## src/rtl/mem_stage_pkg.sv

```systemverilog
// Shared types for the MEM-stage controller.
// State and op encodings plus the alignment-mask helper.
package mem_stage_pkg;

  typedef enum logic [2:0] {
    IDLE,
    ISSUE,
    WAIT,
    RESP,
    ERR
  } state_e;

  typedef enum logic {
    OP_RD,
    OP_WR
  } op_e;

  function automatic logic [31:0] align_mask(input int dw);
    return 32'((dw / 8) - 1);
  endfunction

endpackage

```

## src/rtl/sat_counter.sv

```systemverilog
// Saturating up-counter used for hit/miss statistics.
// Holds at all-ones instead of wrapping.
module sat_counter #(
  parameter int W = 16
) (
  input  logic         clk,
  input  logic         rst,
  input  logic         inc,
  output logic [W-1:0] count
);

  logic [W-1:0] count_q;

  always_ff @(posedge clk or posedge rst) begin
    if (rst) begin
      count_q <= '0;
    end else if (inc && (count_q != '1)) begin
      count_q <= count_q + W'(1);
    end
  end

  assign count = count_q;

endmodule

```

## src/rtl/mem_stage_ctrl.sv

```systemverilog
// MEM-stage controller: issues loads/stores, stalls the pipe,
// tracks dump/halt, access errors and hit/miss statistics.
module mem_stage_ctrl
  import mem_stage_pkg::*;
#(
  parameter int DATA_W   = 16,
  parameter int MAX_WAIT = 63,
  parameter int CNT_W    = 16
) (
  input  logic              clk,
  input  logic              rst,
  input  logic              mem_rd,
  input  logic              mem_wr,
  input  logic [DATA_W-1:0] addr,
  input  logic [DATA_W-1:0] wdata,
  input  logic              dump,
  output logic [DATA_W-1:0] rdata,
  output logic              stall,
  output logic              halt,
  output logic              err,
  output logic [CNT_W-1:0]  hit_cnt,
  output logic [CNT_W-1:0]  miss_cnt,
  output logic [DATA_W-1:0] m_addr,
  output logic [DATA_W-1:0] m_wdata,
  output logic              m_rd,
  output logic              m_wr,
  output logic              m_createdump,
  input  logic [DATA_W-1:0] m_dout,
  input  logic              m_done,
  input  logic              m_stall,
  input  logic              m_hit,
  input  logic              m_err
);

  localparam int WCW = $clog2(MAX_WAIT + 1);
  localparam logic [DATA_W-1:0] AMASK =
    DATA_W'(align_mask(DATA_W));

  state_e            state_q, state_d;
  op_e               op_q, op_d;
  logic [DATA_W-1:0] addr_q, addr_d;
  logic [DATA_W-1:0] wdata_q, wdata_d;
  logic [DATA_W-1:0] rdata_q, rdata_d;
  logic              halt_q, halt_d;
  logic [WCW-1:0]    wait_q, wait_d;

  logic req, misalign, dump_go, issue_go;
  logic complete, hit_inc, miss_inc;

  assign req      = mem_rd | mem_wr;
  assign misalign = |(addr & AMASK);
  // halt_q gates the dump so a held halt instruction strobes once
  assign dump_go  = (state_q == IDLE) & dump & ~req & ~halt_q;
  assign issue_go = (state_q == ISSUE) & ~m_stall;

  always_comb begin
    state_d  = state_q;
    op_d     = op_q;
    addr_d   = addr_q;
    wdata_d  = wdata_q;
    rdata_d  = rdata_q;
    halt_d   = halt_q | dump_go;
    wait_d   = wait_q;
    complete = 1'b0;
    unique case (1'b1)
      (state_q == IDLE): begin
        if (mem_rd && mem_wr) begin
          state_d = ERR;
        end else if (req) begin
          if (misalign) begin
            state_d = ERR;
          end else begin
            state_d = ISSUE;
            op_d    = mem_rd ? OP_RD : OP_WR;
            addr_d  = addr;
            wdata_d = wdata;
          end
        end
      end
      (state_q == ISSUE): begin
        if (!m_stall) begin
          if (m_err) begin
            state_d = ERR;
          end else if (m_done) begin
            complete = 1'b1;
          end else begin
            state_d = WAIT;
            wait_d  = '0;
          end
        end
      end
      (state_q == WAIT): begin
        if (m_err) begin
          state_d = ERR;
        end else if (m_done) begin
          complete = 1'b1;
        end else if (wait_q == WCW'(MAX_WAIT - 1)) begin
          state_d = ERR;
        end else begin
          wait_d = wait_q + WCW'(1);
        end
      end
      (state_q == RESP): state_d = IDLE;
      (state_q == ERR):  state_d = ERR;
      default:           state_d = IDLE;
    endcase
    if (complete) begin
      state_d = RESP;
      if (op_q == OP_RD) begin
        rdata_d = m_dout;
      end
    end
  end

  assign hit_inc  = complete & m_hit;
  assign miss_inc = complete & ~m_hit;

  always_ff @(posedge clk or posedge rst) begin
    if (rst) begin
      state_q <= IDLE;
      op_q    <= OP_RD;
      addr_q  <= '0;
      wdata_q <= '0;
      rdata_q <= '0;
      halt_q  <= 1'b0;
      wait_q  <= '0;
    end else begin
      state_q <= state_d;
      op_q    <= op_d;
      addr_q  <= addr_d;
      wdata_q <= wdata_d;
      rdata_q <= rdata_d;
      halt_q  <= halt_d;
      wait_q  <= wait_d;
    end
  end

  sat_counter #(.W(CNT_W)) u_hit (
    .clk   (clk),
    .rst   (rst),
    .inc   (hit_inc),
    .count (hit_cnt)
  );

  sat_counter #(.W(CNT_W)) u_miss (
    .clk   (clk),
    .rst   (rst),
    .inc   (miss_inc),
    .count (miss_cnt)
  );

  assign err          = (state_q == ERR);
  assign halt         = halt_q | err;
  assign stall        = ((state_q == IDLE) & req) |
                        (state_q == ISSUE) |
                        (state_q == WAIT) | err;
  assign rdata        = rdata_q;
  assign m_addr       = addr_q;
  assign m_wdata      = wdata_q;
  assign m_rd         = issue_go & (op_q == OP_RD);
  assign m_wr         = issue_go & (op_q == OP_WR);
  assign m_createdump = dump_go;

endmodule

```

## config.mk

```make
export PLATFORM = sky130hd
export DESIGN_NAME = mem_stage_ctrl
export DESIGN_NICKNAME = d
export VERILOG_FILES = /design/src/rtl/mem_stage_pkg.sv /design/src/rtl/sat_counter.sv /design/src/rtl/mem_stage_ctrl.sv
export SDC_FILE = /design/constraint.sdc
export NUM_CORES = 1
export LEC_CHECK = 0
export CORE_MARGIN = 10
export CORE_UTILIZATION = 30
export DETAILED_ROUTE_END_ITERATION = 10
export PLACE_DENSITY = 0.54
export SLEW_MARGIN = 30
export SYNTH_ARGS = -nofsm -noshare
export SYNTH_HDL_FRONTEND = slang
export SYNTH_SLANG_ARGS = --single-unit
export TNS_END_PERCENT = 20
```

## constraint.sdc

```tcl
create_clock -name clk -period 6.4 [get_ports clk]
set_input_delay 0.96 -clock clk [delete_from_list [all_inputs] [get_ports clk]]
set_output_delay 0.96 -clock clk [all_outputs]
set_load 0.005 [all_outputs]
```

Yosys cells after proc, flatten, opt, wreduce, memory -nomap -nowiden

Index checks and enable logic that the tools add are counted.

Register bits after elaboration: 90
Input port bits: 57
Output and inout bits: 86
Word-level logic and storage cells: 83

Add/sub/neg operators: 3
Eq/ne operators: 17
Muxes and demuxes: 23
Bitwise logic cells: 22
Reduce and logical (&&, ||, !) cells: 9

Operators with widths:

| cell                  | number |
|---|---|
| $mux 6                | 6 |
| $add 16x1->16 const B | 2 |
| $ne 16x16->1 const B  | 2 |
| $mux 3                | 10 |
| $ne 2x2->1 const B    | 6 |
| $pmux 3 s4            | 1 |
| $pmux 6 s2            | 1 |
| $and 1x1->1           | 9 |
| $ne 4x3->1 const B    | 2 |
| $ne 4x4->1 const B    | 2 |
| $not 1->1             | 7 |
| $reduce_and 7->1      | 1 |
| $add 6x1->6 const B   | 1 |
| $eq 6x6->1 const B    | 1 |
| $or 1x1->1            | 6 |
| $reduce_and 5->1      | 1 |
| $mux 1                | 4 |
| $reduce_and 4->1      | 1 |
| $eq 3x1->1 const B    | 1 |
| $eq 3x2->1 const B    | 1 |
| $eq 3x3->1 const B    | 1 |
| $logic_and 1x1->1     | 3 |
| $logic_not 3->1       | 1 |
| $ne 3x3->1 const B    | 1 |
| other kinds (3)       | 3 |

Depth between registers and ports, before layout

Depth in word-level cells: 6
Depth in mapped cells: 7
Depth with buffers taken out: 7

By module

Synthesis repeated with hierarchy kept, for this count alone.

Cell total of the unflattened synthesis: 335
Area, all modules: 4125.2 um^2

Modules (own cells, without submodules):

| module         | instances | cells each | area an instance (um^2) | seq. area each (um^2) |
|---|---|---|---|---|
| mem_stage_ctrl | 1         | 193        | 2513.7                  | 1451.4 |
| sat_counter    | 2         | 71         | 805.8                   | 400.4 |

Least setup slack after synthesis

Ideal clock, no wire load.

Path type: input -> output
Start point: input port mem_wr
End point: output port m_createdump
Arrival time: 1.511 ns
Data required time: 5.440 ns
Setup slack: 3.929 ns
Stages on the path: 3
Path through: nor4b_1 -> nand2_1 -> nor2_1

Cells in the longest elaborated chain, start to end: 4

Ends and longest elaborated chain:

| element                   | RTL line             | RTL |
|---|---|---|
| from (decl)               | mem_stage_ctrl.sv:13 | `input logic mem_wr,` |
| $or 1x1->1                | mem_stage_ctrl.sv:50 | `assign req = mem_rd \| mem_wr;` |
| $not 1->1                 | mem_stage_ctrl.sv:53 | `assign dump_go = (state_q == IDLE) & dump & ~req & ~halt_q;` |
| $and 1x1->1 (2 in series) | mem_stage_ctrl.sv:53 |  |
| to (decl)                 | mem_stage_ctrl.sv:27 | `output logic m_createdump,` |

No other way between the ends.

Worst setup path after layout

Start point: input port mem_rd
End point: output port m_createdump

Cells in the longest elaborated chain, start to end: 4

Ends and longest elaborated chain:

| element                   | RTL line             | RTL |
|---|---|---|
| from (decl)               | mem_stage_ctrl.sv:12 | `input logic mem_rd,` |
| $or 1x1->1                | mem_stage_ctrl.sv:50 |  |
| $not 1->1                 | mem_stage_ctrl.sv:53 |  |
| $and 1x1->1 (2 in series) | mem_stage_ctrl.sv:53 |  |

No other way between the ends.

==> flow_metrics.tcl <==
set metrics [dict create \
    drv_slew 0 \
    ys.flop_type "dfrtp_1" \
    multiInputGateArea_um2 1720 \
    synth_seq_cells 90 \
    coreArea_um2 13200 \
    dieArea_um2 18600 \
    regArea_um2 2250 \
    synth_common_cells "dfrtp_1 (90), mux2_2 (48), xnor2_1 (20)" \
    syn_inst 317 \
    hp-class "reg2reg" \
    synth_cell_type_count 53 \
    synth-compound-area-share_pct 6.09 \
    synth_top_family_by_area "simple AND/OR/NAND/NOR gates" \
    synth.area.mux_share_pct 14.1 \
    status "complete, no violations" \
    relSlewSlack_pct 53.0 \
    yosysMostFrequentCell "dfrtp_1" \
    hpwlAfterDp_mm 8.20 \
    postLayoutSetupSlackWorst_ns 2.85 \
    cts-buffers-inserted 9 \
    finalCritPeriodShare_pct 55.5 \
    grt_pass1_wl_mm 16.9 \
    vdd_ir_drop_max_mv 0.172 \
    antenna_found_initial 1 \
    fin_cells 644 \
    drc 0 \
    worstPathMaxFanout 4 \
    areaGrowthSynthToFinish_pct 46.0 \
    synth_top_area_share_pct 55.4 \
    synth_xor_xnor_area_share_pct 5.17 \
    grt_max_degree 78 \
    wl_per_cell_um 16.7 \
    placed_cells 628 \
    drive_gt1_share_pct 17.8 \
    drt-pass1-iter-count 4 \
    critical_path_arrival_ns 2.59 \
    p_leak_nw 2.46 \
    end_kind "output port" \
    post_cts_buffers 0 \
    yosysSeqAreaShare_pct 55.4 \
    drtIter0Drc 134 \
    io_pins 143 \
    clock_skew_ns 0.00710 \
    ctsResizeCount 0 \
    drt-total-wl_mm 10.7 \
    dpl_cell_area_um2 5640 \
    fmax_mhz 282 \
    worstMarginPinSlew_ns 0.705 \
    setup_viol 0 \
    power_mw 2.07 \
    start_kind "input port" \
    cts.clk_slew.worst_paths_ns 0.06 \
    grt_util_all_layers_pct 11.6 \
    nets 524 \
    syn_nets 378 \
    holdWs_ns 0.485 \
    h-tree-depth 3 \
    place.port_buffers 141 \
    synth_area_um2 4070 \
    gp_congestion 0.760 \
    ctsHoldBuffers 0 \
    die_x_um 136 \
    grt_pass1_vias 3045 \
    grt-ovfl-total 0 \
    clk_latency_ns 0.34 \
    num_vias 2957 \
    drv_cap 0 \
    synth_adder_area_share_pct 1.48 \
    clkSinkCount 90 \
    post_drt_via_cell_ratio 4.59 \
    clockRootBuffer "clkbuf_16" \
    critPathRequiredTime_ns 5.44 \
    async_reset_ff_share_pct 100 \
    powerDensity_nw_per_um2 349 \
    finish.instance_area_um2 5940 \
    yosysWarnings 0 \
    period_needed_ns 3.55 \
    yosys.area_share.simple_pct 15.3 \
    dp_slack_ns 2.84 \
    clock_path_buffers 2 \
    syn-mean-instance-area_um2 12.8 \
    yosys.area.top_type "dfrtp_1" \
    utilization_pct 44.8 \
    synth_area_leaders "dfrtp_1 (55%), mux2_2 (13%), xnor2_1 (4.3%)" \
    finalSetupTns_ns 0 \
    start_util_pct 30.7 \
    finalHoldViolCount 0 \
    synth_edf_count 0 \
    detail-route-antenna-nets 0 \
    worstSetupPathType "in2out" \
    cts_tree "yes" \
    rsz0062_at_grt "false" \
    fill_cells 1264 \
    die_y_um 136 \
    core.rowCount 42 \
]
[cells by family (layout without fill, tap and decap cells)]
group | count (synthesis) | after routing
AOI/OAI and AO/OA | 32 | 32
xor gates and xnor gates | 24 | 24
adders and majority gates | 5 | 5
buffers and inverters | 14 | 164
DFF | 90 | 90
muxes | 51 | 51
other | 1 | 2
and+or+nand+nor | 100 | 100
[cell usage in the layout (no fill, tap or decap), drive strengths merged, types with 3 or more instances in the layout]
| cell | instances |
|---|---|
| xnor2 | 20 |
| and3 | 12 |
| dfrtp | 90 |
| nand2 | 19 |
| xor2 | 4 |
| clkdlybuf4s50 | 141 |
| nand4 | 11 |
| a21oi | 8 |
| clkbuf | 9 |
| nor3 | 4 |
| nand3 | 10 |
| inv | 7 |
| mux2 | 50 |
| o21ai | 5 |
| and4 | 4 |
| clkinv | 3 |
| ha | 4 |
| nor3b | 4 |
| o21a | 5 |
| nor2b | 4 |
| nor2 | 18 |
[state kept, by name, summed over array words and instances (netlist names), 3 cells and up]
signal        cells
u_hit.count      16
m_wdata          16
u_miss.count     16
state_q           3
m_addr           15
wait_q            6
rdata            16
[worst max-delay path: stages]
cell	delay, ns
clkdlybuf4s50_1	0.48
nor4b_1	0.41
nand2_1	0.13
nor2_1	0.11
clkdlybuf4s50_1	0.51
[final cells by class]
| cell class | count | share of cell area, % |
|---|---|---|
| sequential | 90 | 37.9 |
| multi-input combinational | 213 | 28.9 |
| timing repair buffer | 143 | 24.1 |
| clock buffer | 9 | 3.79 |
| tap | 176 | 3.71 |
| clock inverter | 6 | 1.10 |
| inverter | 6 | 0.401 |
| antenna | 1 | 0.0422 |
[final timing paths]
check | start | end | slack (ns) | cells past startpoint
min in group asynchronous | rst | m_addr[6] | 0.86 | 2
worst max-delay path | mem_rd | m_createdump | 2.85 | 5
worst min-delay path | wait_q[5] | wait_q[5] | 0.48 | 1
worst max register to register | u_miss.count[0] | u_miss.count[1] | 4.30 | 5
max in group asynchronous | rst | u_miss.count[13] | 4.59 | 3
worst min register to register | wait_q[5] | wait_q[5] | 0.48 | 1
[power by group]
group	switching [mW]	internal, mW	leakage [nW]
Clock	0.226	0.302	0.142
Sequential	0.111	0.732	1.16
Combinational	0.235	0.468	1.16
[routing by layer]
metal  share of wire (%)  global-route usage, %  vias to the layer above
li1                    -                      -                     1428
met1                  41                   13.8                     1431
met2                  49                   18.2                       84
met3                 7.3                   3.84                       14
met4                 2.6                   5.98                        0
met5                   0                      0                        -
Power figures use the tool's default switching activity.
